<file path="config.mk">
export PLATFORM = sky130hd
export DESIGN_NAME = gpio_input_capture
export DESIGN_NICKNAME = d
export VERILOG_FILES = /design/src/rtl/gpio_input_capture_pkg.sv /design/src/rtl/gpio_input_capture_debounce.sv /design/src/rtl/gpio_input_capture.sv
export SDC_FILE = /design/constraint.sdc
export NUM_CORES = 1
export LEC_CHECK = 0
export CELL_PAD_IN_SITES_DETAIL_PLACEMENT = 1
export CELL_PAD_IN_SITES_GLOBAL_PLACEMENT = 2
export CORE_MARGIN = 8
export CORE_UTILIZATION = 25
export CTS_CLUSTER_SIZE = 24
export DETAILED_ROUTE_END_ITERATION = 10
export GPL_ROUTABILITY_DRIVEN = 0
export PLACE_DENSITY = 0.77
export SLEW_MARGIN = 20
export SYNTH_ARGS = -nofsm -noshare
export SYNTH_HDL_FRONTEND = slang
export SYNTH_HIERARCHICAL = 1
export SYNTH_SLANG_ARGS = --single-unit
</file>
<file path="constraint.sdc">
create_clock -name clk -period 1.1 [get_ports clk]
set_input_delay 0.22 -clock clk [delete_from_list [all_inputs] [get_ports clk]]
set_output_delay 0.22 -clock clk [all_outputs]
set_load 0.02 [all_outputs]
</file>
<file path="src/rtl/gpio_input_capture_pkg.sv">
// Shared definitions for the GPIO input capture block: register selects,
// address field position and default debounce depth.
package gpio_input_capture_pkg;

    typedef enum logic [1:0] {
        REG_LEVEL   = 2'd0,
        REG_PENDING = 2'd1,
        REG_RISE_EN = 2'd2,
        REG_FALL_EN = 2'd3
    } reg_sel_e;

    localparam int ADDR_SEL_HI      = 3;
    localparam int ADDR_SEL_LO      = 2;
    localparam int DEBOUNCE_DEFAULT = 4;

    function automatic reg_sel_e decode_sel(input logic [31:0] addr);
        return reg_sel_e'(addr[ADDR_SEL_HI:ADDR_SEL_LO]);
    endfunction

endpackage

</file>
<file path="src/rtl/gpio_input_capture_debounce.sv">
// Single-pin two-flop synchronizer, debounce filter and edge pulse generator.
// rise/fall are asserted in the cycle before the filtered level flips.
module gpio_debounce
    import gpio_input_capture_pkg::*;
#(
    parameter int DEBOUNCE = DEBOUNCE_DEFAULT
) (
    input  logic clk,
    input  logic reset,
    input  logic pin_in,
    output logic level,
    output logic rise,
    output logic fall
);

    localparam int CNT_W = (DEBOUNCE > 1) ? $clog2(DEBOUNCE) : 1;

    logic             sync_p0;
    logic             sync_p1;
    logic             level_q;
    logic [CNT_W-1:0] cnt_q;
    logic             differ;
    logic             accept;

    // Counter only ever holds DEBOUNCE-1 at most; the DEBOUNCE-th differing cycle accepts.
    assign differ = sync_p1 ^ level_q;
    assign accept = differ && (cnt_q == CNT_W'(DEBOUNCE - 1));

    always_ff @(posedge clk or negedge reset) begin
        if (!reset) begin
            sync_p0 <= 1'b0;
            sync_p1 <= 1'b0;
            level_q <= 1'b0;
            cnt_q   <= '0;
        end else begin
            sync_p0 <= pin_in;
            sync_p1 <= sync_p0;
            if (accept) begin
                level_q <= sync_p1;
                cnt_q   <= '0;
            end else if (differ) begin
                cnt_q   <= cnt_q + 1'b1;
            end else begin
                cnt_q   <= '0;
            end
        end
    end

    assign level = level_q;
    assign rise  = accept & sync_p1;
    assign fall  = accept & ~sync_p1;

endmodule

</file>
<file path="src/rtl/gpio_input_capture.sv">
// GPIO input capture: per-pin debounce, sticky edge pending bits with W1C,
// rise/fall enables, bus register file and level interrupt.
module gpio_input_capture
    import gpio_input_capture_pkg::*;
#(
    parameter int WIDTH    = 8,
    parameter int DEBOUNCE = DEBOUNCE_DEFAULT
) (
    input  logic             clk,
    input  logic             reset,
    input  logic             read,
    input  logic             write,
    input  logic [31:0]      address,
    input  logic [31:0]      write_data,
    output logic [31:0]      read_data,
    input  logic [WIDTH-1:0] pins_in,
    output logic             irq
);

    logic [WIDTH-1:0] level;
    logic [WIDTH-1:0] rise;
    logic [WIDTH-1:0] fall;
    logic [WIDTH-1:0] pending_q;
    logic [WIDTH-1:0] rise_en_q;
    logic [WIDTH-1:0] fall_en_q;
    logic [WIDTH-1:0] wr_data;
    logic [WIDTH-1:0] set_mask;
    logic [WIDTH-1:0] clr_mask;
    logic [WIDTH-1:0] rd_sel;
    reg_sel_e         sel;
    logic             unused_wdata;

    for (genvar i = 0; i < WIDTH; i++) begin : g_pin
        gpio_debounce #(
            .DEBOUNCE(DEBOUNCE)
        ) u_debounce (
            .clk    (clk),
            .reset  (reset),
            .pin_in (pins_in[i]),
            .level  (level[i]),
            .rise   (rise[i]),
            .fall   (fall[i])
        );
    end

    assign sel          = decode_sel(address);
    assign wr_data      = write_data[WIDTH-1:0];
    assign unused_wdata = &{1'b0, write_data[31:WIDTH]};

    // Set is OR-ed in after the clear so a same-cycle edge wins over W1C.
    assign set_mask = (rise & rise_en_q) | (fall & fall_en_q);
    assign clr_mask = (write && sel == REG_PENDING) ? wr_data : '0;

    always_ff @(posedge clk or negedge reset) begin
        if (!reset) begin
            pending_q <= '0;
            rise_en_q <= '0;
            fall_en_q <= '0;
        end else begin
            pending_q <= (pending_q & ~clr_mask) | set_mask;
            if (write && sel == REG_RISE_EN) begin
                rise_en_q <= wr_data;
            end
            if (write && sel == REG_FALL_EN) begin
                fall_en_q <= wr_data;
            end
        end
    end

    always_comb begin
        rd_sel = '0;
        if (read) begin
            case (sel)
                REG_LEVEL:   rd_sel = level;
                REG_PENDING: rd_sel = pending_q;
                REG_RISE_EN: rd_sel = rise_en_q;
                REG_FALL_EN: rd_sel = fall_en_q;
                default:     rd_sel = '0;
            endcase
        end
    end

    assign read_data = {{(32 - WIDTH){1'b0}}, rd_sel};
    assign irq       = |pending_q;

endmodule

</file>
==> flow_summary.ini, run 1 <==
[setup_path]
path_class = register to output pin
cp.required_ns = 0.88
endpoint_kind = output pin
critical_path.max_fanout = 2
critPathLaunchType = register
arrival_ns = 1.34

[routing]
wl_um = 7890
num_vias = 2115
wl_per_cell_um = 16.4
ant_nets = 0
viasPerCell = 4.41
first_iter_violations = 59
firstDrtPassIters = 4
route.detailed.drc = 0

[status]
violations = negative setup slack
status = finished, violations left

[pwr]
switching_share = 0.318
p_int_mw = 6.74
ir_worst_vdd_v = 0.000776
pwr-share-seq = 0.366
cellPowerDensity_nw_per_um2 = 2190
power_frac_clock = 0.294
p_switching_mw = 3.15
leakagePower_nw = 2.00
pwr-share-comb = 0.341

[synthesis]
syn_inst = 238
synth.avg_cell_area_um2 = 12.6
ys.flop_type = dfrtp_1
synth-xor-area-share = 0.0234
synth.distinct_cells = 26
syn_area_um2 = 2990
synth_top_family_by_area = simple AND/OR/NAND/NOR gates
post_synth_mux_area_share = 0.115
synthArstFlopShare = 1.00
synth_compound_area_frac = 0.0735
synthSimpleGateAreaFrac = 0.132
synth_fa_ha_area_frac = 0.0334
yosysSeqAreaShare = 0.535
ys_seq_elements = 64
synth_edf_count = 0
synth_warnings = 6

[clock_network]
cts.htree.levels = 3
cts-buffers-inserted = 9
cts_root_buffer = clkbuf_16
clk_pin_slew_ns = 0.06
clockBufferDepth = 2
clock_latency_ns = 0.33
tritoncts = built
clock_sinks = 64

[layout]
instances_no_fill = 480
final_area_um2 = 4520
diodes = 0
syn2layout_area_growth_pct = 50.8
drive_above_1_share = 0.468
final_nets = 412
post-route-util = 0.381

[sta]
fin_skew_ns = 0.00384
slew_viol_final = 0
hold_viol = 0
setup_tns_ns = -3.76
min_period_ns = 1.56
setup_ws_ns = -0.464
period_share = 1.42
max_freq_mhz = 639
rsz0062_at_grt = yes
setup_viol = 17

[floorplan]
die-area_um2 = 15700
coreArea_um2 = 11900
io_pins = 109
fp-row-count = 40
die_w_um = 125
die_y_um = 125
start_util = 0.252

[global_route]
grt_overflow = 0
grt_max_degree = 65
antenna_found_initial = 0
grt_pass1_vias = 2444
grt.total_usage = 0.106
grt_pass1_wl_um = 13000

[place]
io_buffers = 30
dp.cells = 448
dpl-instance-area_um2 = 3810
hpwl_um = 5010

[worst_hold_path]
hp-class = input pin to register

[flow_run]
cap_viol_max_count = 0
## cell usage in the layout (no fill, tap or decap), drive strengths merged, types with 10 or more instances in the layout
master / count
clkbuf: 10
buf: 66
nor3b: 16
nand2: 10
conb: 24
mux2i: 16
clkdlybuf4s50: 16
mux2: 16
dfrtp: 64
## cells by family (layout without fill, tap and decap cells)
| family | count (synthesis) | count (layout) |
|---|---|---|
| xor gates and xnor gates | 8 | 8 |
| and+or+nand+nor | 55 | 55 |
| AOI/OAI and AO/OA | 32 | 32 |
| adders and majority gates | 8 | 8 |
| buffers and inverters | 38 | 110 |
| DFF | 64 | 64 |
| other | 1 | 24 |
| muxes | 32 | 32 |
## power groups by stage
| stage | combinational, mW | sequential [mW] | clock (mW) |
|---|---|---|---|
| after floorplan | 1.58 | 3.47 | 0 |
| after global placement | 2.51 | 3.48 | 0 |
| after detailed placement | 2.71 | 3.52 | 0 |
| after CTS | 3.13 | 3.56 | 2.98 |
| after global routing | 3.72 | 3.69 | 3.08 |
| final | 3.37 | 3.61 | 2.90 |
## metal layers
metal  GRT usage  up-vias  routed length (um)
li1            -      984                   -
met1       0.120     1082                3390
met2       0.188       42                4170
met3      0.0255        7                 264
met4      0.0408        0                  65
met5           0        -                   0
## final timing paths
| path | from | cells past startpoint | end | slack, ns |
|---|---|---|---|---|
| worst max-delay path | pending_q[3]$_DFF_PN0_ | 3 | irq | -0.46 |
| worst min-delay path | pins_in[5] | 1 | g_pin[5].u_debounce/sync_p0$_DFF_PN0_ | 0.33 |
| worst max register to register | g_pin[1].u_debounce/cnt_q[0]$_DFF_PN0_ | 4 | pending_q[1]$_DFF_PN0_ | -0.10 |
| worst min register to register | g_pin[3].u_debounce/sync_p0$_DFF_PN0_ | 0 | g_pin[3].u_debounce/sync_p1$_DFF_PN0_ | 0.35 |
| max in group asynchronous | reset | 3 | pending_q[4]$_DFF_PN0_ | 0.34 |
| min in group asynchronous | reset | 3 | g_pin[5].u_debounce/cnt_q[1]$_DFF_PN0_ | 0.43 |
## per-stage QoR
| stage | hold WS [ns] | worst slack (ns) | power, mW |
|---|---|---|---|
| 2_1_floorplan | -0.0756 | -0.0823 | 5.05 |
| 3_3_place_gp | 0.265 | -1.04 | 5.99 |
| 3_5_place_dp | 0.268 | -1.05 | 6.24 |
| 4_1_cts | 0.318 | -0.482 | 9.67 |
| 5_1_grt | 0.325 | -0.502 | 10.5 |
| 6_report | 0.327 | -0.464 | 9.88 |
## worst max-delay path, cell delays in order, from the launching register on
cell     delay [ns]
dfrtp_1        0.42
nor4_4         0.33
nand2_2        0.12
buf_6          0.15
## flip-flops by register name (all words and copies together), names as in the netlist
| register | count |
|---|---|
| rise_en_q | 8 |
| pending_q | 8 |
| fall_en_q | 8 |
| g_pin.u_debounce/level | 8 |
| g_pin.u_debounce/cnt_q | 16 |
| g_pin.u_debounce/sync_p0 | 8 |
| g_pin.u_debounce/sync_p1 | 8 |
## repair_timing
action                                 4_1_cts  5_1_grt
setup endpoints to repair                   33       20
hold buffers                                 1        0
gates cloned                                 2        0
endpoints found under the hold margin       64        0
pin swaps                                    4        5
setup buffers                                6        8
gates resized for setup                     92       23
## cells in the mapped netlist (all sizes together), types with 2 or more instances
cell | number | area, um^2
o22ai | 8 | 50.1
inv | 8 | 30.0
a21o | 8 | 60.1
nor3b | 16 | 160
dfrtp | 64 | 1600
nand4b | 8 | 70.1
nor4 | 2 | 12.5
mux2i | 16 | 160
mux2 | 16 | 184
a22o | 8 | 70.1
buf | 29 | 226
o21ai | 8 | 40.0
nand2 | 10 | 37.5
ha | 8 | 100
xnor2 | 8 | 70.1
nor3 | 8 | 40.0
nor2 | 8 | 30.0
## layout make-up
cell class                      instances  area (um^2)
Inverter                                8         30.0
Tap cell                              147          184
Multi-Input combinational cell        159         1570
Clock buffer                           10          239
Sequential cell                        64         1610
Timing Repair Buffer                   86          821
Fill cell                            1214         7350
Clock inverter                          6         68.8
Power figures use the tool's default switching activity.
==> inputs of run 2 (changes only) <==
clock period = 1.4 ns   (was 1.1 ns; I/O delays follow)
==> run 2 against run 1 <==
Compared with the run above:
- count of clock-buffer cells in the layout is 1 higher
- combinational power is 32% lower
- total power is 28% lower
- the flow still finishes with violations (negative setup slack)
- critical endpoint is now read_data[2]
- first-iteration DRC count is 3.4% higher
- highest routed layer unchanged
- register-to-register slack better by 0.23 ns
==> flow_summary.ini, run 2 (synthesis gave the netlist of run 1 again) <==
[pwr]
switching_share = 0.296
pwr-share-comb = 0.320
pwr-share-seq = 0.378
power_frac_clock = 0.302
p_int_mw = 5.03
p_switching_mw = 2.12
leakagePower_nw = 1.94
ir_worst_vdd_v = 0.000525
cellPowerDensity_nw_per_um2 = 1720
power_mw = 7.15

[sta]
slew_viol_final = 0
min_period_ns = 1.60
whs_ns = 0.344
period_share = 1.14
fin_skew_ns = 0.00676
setup_ws_ns = -0.196
setup_viol = 9
hold_viol = 0
rsz0062_at_grt = yes
max_freq_mhz = 627

[routing]
first_iter_violations = 61
route.detailed.drc = 0
wl_per_cell_um = 14.9
wl_um = 6960
viasPerCell = 4.35
firstDrtPassIters = 4
num_vias = 2038
ant_nets = 0

[layout]
largest_register_ff_count = 16
diodes = 0
syn2layout_area_growth_pct = 38.6
instances_no_fill = 468
multiInputGateArea_um2 = 1330
largest-register = g_pin.u_debounce/cnt_q
final_nets = 401
final_area_um2 = 4150
drive_above_1_share = 0.352
layout_commonest_cell = dfrtp_1
layout_common_cells = dfrtp_1, buf_4, conb_1, clkdlybuf4s50_1, mux2_2
regArea_um2 = 1600
fillers = 1294

[status]
violations = negative setup slack
status = finished, violations left

[worst_hold_path]
hp-start = g_pin[4].u_debounce/sync_p0$_DFF_PN0_
min_to = g_pin[4].u_debounce/sync_p1$_DFF_PN0_
whs_path_depth = 0
hp-class = register to register

[place]
dpl-instance-area_um2 = 3650
io_buffers = 30
hpwl_um = 4900
dp.cells = 447

[clock_network]
cts-buffers-inserted = 9
clk_pin_slew_ns = 0.05
clockBufferDepth = 2
cts.htree.levels = 3
tritoncts = built
clock_sinks = 64
clock_latency_ns = 0.32
cts_root_buffer = clkbuf_16

[global_route]
grt_pass1_wl_um = 11600
grt_max_degree = 65
grt.total_usage = 0.0932
grt_pass1_vias = 2362
grt_overflow = 0
antenna_found_initial = 0

[floorplan]
die_w_um = 125
die-area_um2 = 15700
io_pins = 109
die_y_um = 125
coreArea_um2 = 11900
start_util = 0.252
fp-row-count = 40

[setup_path]
rrSetupSlack_ns = 0.13
rr_worst_depth = 5
endpoint_kind = output pin
critPathLaunchType = register
cp.required_ns = 1.12
arrival_ns = 1.32
path_class = register to output pin
critical_path.max_fanout = 2
r2r-end = pending_q[2]$_DFF_PN0_
regToRegStartpoint = g_pin[2].u_debounce/cnt_q[0]$_DFF_PN0_

[flow_run]
cap_viol_max_count = 0
run 2: cell types whose count changed in the layout (fill, tap and decap cells not counted), moves of 4 or more:
cell	change
buf_4	-10
ha_1	+8
nand2_2	-4
mux2i_1	+5
nand2_1	+5
clkinvlp_4	-4
o22ai_4	-5
ha_4	-8
run 2: through the flow:
stage                util  setup WS [ns]  setup TNS (ns)
floorplan               -         0.0649               0
global placement    0.307         -0.889          -14.14
detailed placement  0.307         -0.895          -14.91
CTS                 0.343         -0.246           -1.45
global route        0.350         -0.274           -1.88
finish              0.350         -0.196           -1.39
run 2: layout make-up:
cell class	instances	share of cell area
Clock buffer	11	0.0585
Clock inverter	4	0.0109
Inverter	8	0.00724
Multi-Input combinational cell	159	0.321
Sequential cell	64	0.387
Tap cell	147	0.0443
Timing Repair Buffer	75	0.171
run 2: worst max path at each step:
stage                                      start            to  depth (start not counted)
after floorplan                       address[2]  read_data[5]                          4
after global placement                address[2]  read_data[3]                          5
after detailed placement              address[3]  read_data[7]                          5
after CTS                 pending_q[5]$_DFF_PN0_           irq                          3
after global routing      pending_q[5]$_DFF_PN0_           irq                          3
final                     pending_q[2]$_DFF_PN0_  read_data[2]                          4
run 2: layer usage:
layer / track usage / part of all wire / up-vias
li1: - / - / 958
met1: 0.110 / 0.43 / 1027
met2: 0.155 / 0.51 / 46
met3: 0.0353 / 0.055 / 7
met5: 0 / 0 / -
met4: 0.0236 / 0.0062 / 0
run 2: power groups by stage:
| stage | Clock [mW] | Combinational [mW] | Sequential [mW] |
|---|---|---|---|
| floorplan | 0 | 1.16 | 2.64 |
| global placement | 0 | 1.95 | 2.63 |
| detailed placement | 0 | 2.06 | 2.65 |
| CTS | 2.23 | 2.18 | 2.65 |
| global route | 2.30 | 2.53 | 2.77 |
| finish | 2.16 | 2.28 | 2.71 |
run 2: critical path: stages, from the launching register on:
cell and delay [ns]:
dfrtp_2 0.44, buf_4 0.15, mux2i_1 0.14, o22ai_1 0.09
buf_2 0.16
run 2: what timing repair did:
action	CTS	global route
hold buffers	1	0
setup endpoints to repair	25	9
buffers inserted	2	1
hold endpoints to repair	64	0
gates cloned	2	0
pin swaps	6	6
resized for setup	69	16
